$ cat config.mk
export PLATFORM = sky130hd
export DESIGN_NAME = imem_fetch_arbiter
export DESIGN_NICKNAME = d
export VERILOG_FILES = /design/src/rtl/imem_fetch_arbiter.sv
export SDC_FILE = /design/constraint.sdc
export NUM_CORES = 1
export LEC_CHECK = 0
export BUFFER_PORTS_ARGS = -buffer_cell sky130_fd_sc_hd__buf_2
export CORE_ASPECT_RATIO = 1.2
export CORE_MARGIN = 1
export CORE_UTILIZATION = 38
export CTS_CLUSTER_SIZE = 14
export DETAILED_ROUTE_END_ITERATION = 6
export GPL_TIMING_DRIVEN = 0
export MAX_ROUTING_LAYER = met4
export PLACE_DENSITY_LB_ADDON = 0.2
export SLEW_MARGIN = 10
export SYNTH_ARGS = -nofsm -noshare
export SYNTH_HDL_FRONTEND = slang
export SYNTH_SLANG_ARGS = --single-unit
$ cat constraint.sdc
create_clock -name clk -period 2.3 [get_ports clk]
set_input_delay 0.46 -clock clk [delete_from_list [all_inputs] [get_ports clk]]
set_output_delay 0.46 -clock clk [all_outputs]
set_load 0.01 [all_outputs]
$ cat src/rtl/imem_fetch_arbiter.sv
// Two-master arbiter (fetch, debug) in front of a combinational instruction ROM, with registered return data.
// Optional IMEM_ALIGN_CHECK_EN: when defined, a misaligned address is returned as an error beat.
module imem_fetch_arbiter #(
    parameter int          STARVE_LIMIT   = 4,
    parameter logic [31:0] BASE_ADDR      = 32'h00400000,
    parameter int          RAM_ADDR_WIDTH = 9
) (
    input  logic        clk,
    input  logic        reset,
    input  logic        f_req,
    input  logic [31:0] f_addr,
    output logic        f_gnt,
    input  logic        d_req,
    input  logic [31:0] d_addr,
    output logic        d_gnt,
    output logic [31:0] mem_addr,
    input  logic [31:0] mem_inst,
    output logic [31:0] rdata,
    output logic        rvalid,
    output logic        rowner,
    output logic        rerr,
    output logic [1:0]  o_dbg_state,
    output logic [2:0]  o_dbg_streak
);

    // Handshake: a request is held with its address until its grant; the grant
    // cycle is the transfer, and the response beat follows exactly one cycle later.

    localparam logic [31:0] LAST_ADDR = BASE_ADDR + (32'd4 << RAM_ADDR_WIDTH) - 32'd1;
    localparam logic [2:0]  LIMIT     = 3'(STARVE_LIMIT);

    typedef enum logic [1:0] {
        ST_IDLE  = 2'd0,
        ST_SRV_F = 2'd1,
        ST_SRV_D = 2'd2
    } state_t;

    state_t      r_state;
    state_t      w_next_state;
    logic [2:0]  r_streak;
    logic [31:0] r_mem_addr;
    logic [31:0] r_rdata;
    logic        r_rvalid;
    logic        r_rowner;
    logic        r_rerr;

    logic        w_f_gnt;
    logic        w_d_gnt;
    logic        w_any_gnt;
    logic [31:0] w_addr;
    logic        w_in_range;
    logic        w_err;

    // State register
    always_ff @(posedge clk) begin
        if (!reset) begin
            r_state <= ST_IDLE;
        end else begin
            r_state <= w_next_state;
        end
    end

    // Next-state: the state records who was granted this cycle
    always_comb begin
        w_next_state = ST_IDLE;
        if (w_d_gnt) begin
            w_next_state = ST_SRV_D;
        end else if (w_f_gnt) begin
            w_next_state = ST_SRV_F;
        end
    end

    // Grant outputs: fetch wins unless debug has waited through LIMIT fetch grants
    always_comb begin
        w_f_gnt = 1'b0;
        w_d_gnt = 1'b0;
        if (reset) begin
            if (d_req && (!f_req || r_streak == LIMIT)) begin
                w_d_gnt = 1'b1;
            end else if (f_req) begin
                w_f_gnt = 1'b1;
            end
        end
    end

    assign w_any_gnt = w_f_gnt | w_d_gnt;

    always_ff @(posedge clk) begin
        if (!reset) begin
            r_streak <= 3'd0;
        end else if (!d_req || w_d_gnt) begin
            r_streak <= 3'd0;
        end else if (w_f_gnt && r_streak != LIMIT) begin
            r_streak <= r_streak + 3'd1;
        end
    end

    always_comb begin
        w_addr = r_mem_addr;
        if (w_d_gnt) begin
            w_addr = d_addr;
        end else if (w_f_gnt) begin
            w_addr = f_addr;
        end
    end

    // Full 32-bit compare so out-of-window addresses never alias onto ROM words
    assign w_in_range = (w_addr >= BASE_ADDR) && (w_addr <= LAST_ADDR);

`ifdef IMEM_ALIGN_CHECK_EN
    assign w_err = !w_in_range || (w_addr[1:0] != 2'b00);
`else
    assign w_err = !w_in_range;
`endif

    always_ff @(posedge clk) begin
        if (!reset) begin
            r_mem_addr <= 32'd0;
            r_rdata    <= 32'd0;
            r_rvalid   <= 1'b0;
            r_rowner   <= 1'b0;
            r_rerr     <= 1'b0;
        end else begin
            r_mem_addr <= w_addr;
            r_rvalid   <= w_any_gnt;
            if (w_any_gnt) begin
                r_rdata  <= w_err ? 32'd0 : mem_inst;
                r_rowner <= w_d_gnt;
                r_rerr   <= w_err;
            end
        end
    end

    assign f_gnt        = w_f_gnt;
    assign d_gnt        = w_d_gnt;
    assign mem_addr     = w_addr;
    assign rdata        = r_rdata;
    assign rvalid       = r_rvalid;
    assign rowner       = r_rowner;
    assign rerr         = r_rerr;
    assign o_dbg_state  = r_state;
    assign o_dbg_streak = r_streak;

endmodule

==> results.py <==
metrics = {
    "outcome": {
        "status": "finished with violations",
        "violations": "setup timing",
    },
    "sta": {
        "finClkSkew_ns": 0.0107,
        "worst_pin_slew_ns": 0.676,
        "fin_ws_ns": -0.224,
        "period_minus_slack_ns": 2.52,
        "rsz0062_at_grt": "true",
        "drv_slew": 0,
        "fmax_mhz": 396,
        "fin_crit_sh_pct": 110,
        "final-hold-violation-count": 0,
        "setup_viol": 58,
        "relSlewSlack_pct": 54.9,
    },
    "yosys": {
        "async_flop_share_pct": 0,
        "syn-cell-area_mm2": 0.00294,
        "synth_edf_count": 0,
        "syn_area_per_cell_um2": 9.23,
        "dominantRegCellSynth": "dfxtp_1",
        "ys_types": 39,
        "ys_warn_count": 0,
        "yosys.area.top_type": "dfxtp_1",
        "synth_top_area_share_pct": 49.1,
        "synth_cells": 318,
        "ys_ff_latch": 72,
        "yosys-top-cells-area": "dfxtp_1 (49%), and2_1 (9.6%), a22o_1 (9.5%), nand2_1 (4.5%), nor2_1 (3.5%)",
        "syn_nets": 420,
        "yosysSeqAreaShare_pct": 49.1,
    },
    "detailed_routing": {
        "first_pass_iters": 4,
        "num_vias": 3181,
        "viasPerCell": 5.09,
        "ant_nets": 0,
        "wl_mm": 9.54,
        "first_iter_violations": 96,
        "wire_per_inst_um": 15.3,
        "post-route-drc-count": 0,
    },
    "critical_path": {
        "worstSetupStartpointType": "flip-flop",
        "worstPathRequired_ns": 1.84,
        "critPathLaunch": "o_dbg_streak[1]$_SDFFE_PP0P_",
        "cp_max_fo": 7,
        "cp-end-kind": "output port",
        "reg2regPathDepth": 12,
        "rr_startpoint": "o_dbg_streak[1]$_SDFFE_PP0P_",
        "r2r-end": "rdata[8]$_SDFFE_PN0P_",
        "crit_arrival_ns": 2.06,
        "ff2ff_setup_slack_ns": -0.17,
        "critical_path_class": "flip-flop to output port",
    },
    "finish": {
        "n_antenna_cell": 0,
        "nets": 632,
        "area_delta_synth_final_pct": 62.1,
        "final_cells": 625,
        "final_layout_size_suffix_gt1_share_pct": 53.5,
    },
    "place": {
        "numPortBuffers": 173,
        "placed_cells": 581,
        "routabilityCongestion": 0.803,
        "place_ws_ns": -0.588,
        "hpwl_mm": 6.70,
    },
    "clock_network": {
        "cts_root_buf": "clkbuf_8",
        "htree_levels": 3,
        "insertion_delay_ns": 0.36,
        "path_clk_slew_ns": 0.08,
        "clock-sinks": 72,
        "cts_buffer_depth": 2,
        "cts_made_buffers": 9,
        "cts_tree": "done",
        "cts_hold_buf": 0,
    },
    "die": {
        "start_util_pct": 39.9,
        "die-width_um": 82.3,
        "rows": 34,
        "die_area_mm2": 0.00809,
        "io_pins": 174,
        "die_h_um": 98.3,
        "core_area_mm2": 0.00736,
    },
    "power": {
        "p_leak_nw": 2.33,
        "ir_drop_uv": 350,
        "power_density_mw_per_mm2": 606,
    },
    "grt": {
        "globalRouteTotalUtil_pct": 24.1,
        "grt_max_degree": 14,
        "antenna_found_initial": 0,
        "grt-ovfl-total": 0,
        "grt_pass1_wl_mm": 14.1,
        "first_global_vias": 3020,
    },
    "worst_hold_path": {
        "min_from": "mem_inst[28]",
        "holdPathEnd": "rdata[28]$_SDFFE_PN0P_",
        "min_path_cells": 2,
        "hold_class": "input pin to flip-flop",
    },
    "run": {
        "maxCapViolations": 0,
    },
}
==> repair_timing <==
action	CTS	global route
setup endpoints to repair	66	66
gates cloned	1	1
endpoints found under the hold margin	0	0
pin swaps	17	8
setup buffers	23	4
resized for setup	56	32
==> cells in the final DEF (no fill, tap or decap), types with 4 or more instances in the layout <==
master / count
inv_1: 5
o21ai_0: 8
buf_6: 13
nand2_2: 7
a21oi_2: 5
buf_4: 21
clkbuf_8: 10
a22o_1: 32
clkbuf_1: 10
buf_2: 168
and2_1: 43
buf_8: 8
dfxtp_1: 70
nor2_1: 23
nand2_1: 26
a2bb2oi_2: 6
a31oi_1: 6
nor2_2: 4
o21ai_1: 5
==> stage by stage <==
step                      util, %  setup TNS (ns)  power (mW)  hold slack, ns  area [um2]
after floorplan                 -               0        1.56           0.480        3030
after global placement       54.4          -23.15        1.76           0.443        4010
after detailed placement     54.4          -22.53        1.76           0.452        4010
after CTS                    62.2           -8.24        2.87           0.298        4580
after global routing         64.7          -12.90        3.01           0.300        4760
final                        64.7           -7.42        2.88           0.310        4760
==> worst max path at each step <==
| stage | slack (ns) | end |
|---|---|---|
| after floorplan | 0.02 | mem_addr[10] |
| final | -0.22 | mem_addr[6] |
| after global routing | -0.32 | mem_addr[6] |
| after detailed placement | -0.59 | rdata[25]$_SDFFE_PN0P_ |
| after CTS | -0.20 | mem_addr[3] |
| after global placement | -0.60 | rdata[7]$_SDFFE_PN0P_ |
==> cells by family after synthesis <==
group | count (synthesis) | synth area share, %
muxes | 1 | 0.341
DFF | 72 | 49.1
and+or+nand+nor | 122 | 21.4
adders and majority gates | 2 | 0.852
AOI/OAI and AO/OA | 89 | 22.5
buffers and inverters | 32 | 5.84
==> report_power, final <==
part	leakage, nW	total [mW]	switching (mW)	internal [mW]
Combinational	1.63	0.545	0.272	0.273
Clock	0.103	1.03	0.499	0.534
Sequential	0.588	1.31	0.0148	1.29
==> synth_stat cells (4+ instances only) <==
master	instances
nand2_1	35
buf_1	4
dfxtp_1	72
and2_1	45
a31oi_1	11
a2bb2oi_1	6
nor2_1	27
o31ai_1	6
a22o_1	32
clkbuf_1	10
o21ai_0	15
inv_1	8
a21oi_1	7
==> critical path: stages, from the launching register on <==
cell and delay, ns:
dfxtp_2 0.35, inv_2 0.05, ha_4 0.16, and3_4 0.18, or2_4 0.28, inv_8 0.10
buf_6 0.13, nand2_1 0.05, a31oi_1 0.23, buf_2 0.18
==> sequential cells by signal, summed over array words and instances, names as in the netlist <==
name          cells
r_mem_addr       32
rerr              1
o_dbg_streak      3
o_dbg_state       2
rvalid            1
rowner            1
rdata            32
==> per-layer routing <==
metal	vias up	part of all wire [%]	GRT usage, %
met5	-	0	-
met1	1481	39	25.9
li1	1542	-	-
met3	35	6.3	4.67
met2	123	51	40.4
met4	0	3.8	13.2
==> area by class of cell <==
type	count	area, um2
Fill cell	615	2600
Multi-Input combinational cell	214	1580
Sequential cell	72	1440
Timing Repair Buffer	201	1170
Buffer	22	200
Clock buffer	10	138
Tap cell	90	113
Clock inverter	6	65.1
Inverter	10	52.6
Power figures use the tool's default switching activity.
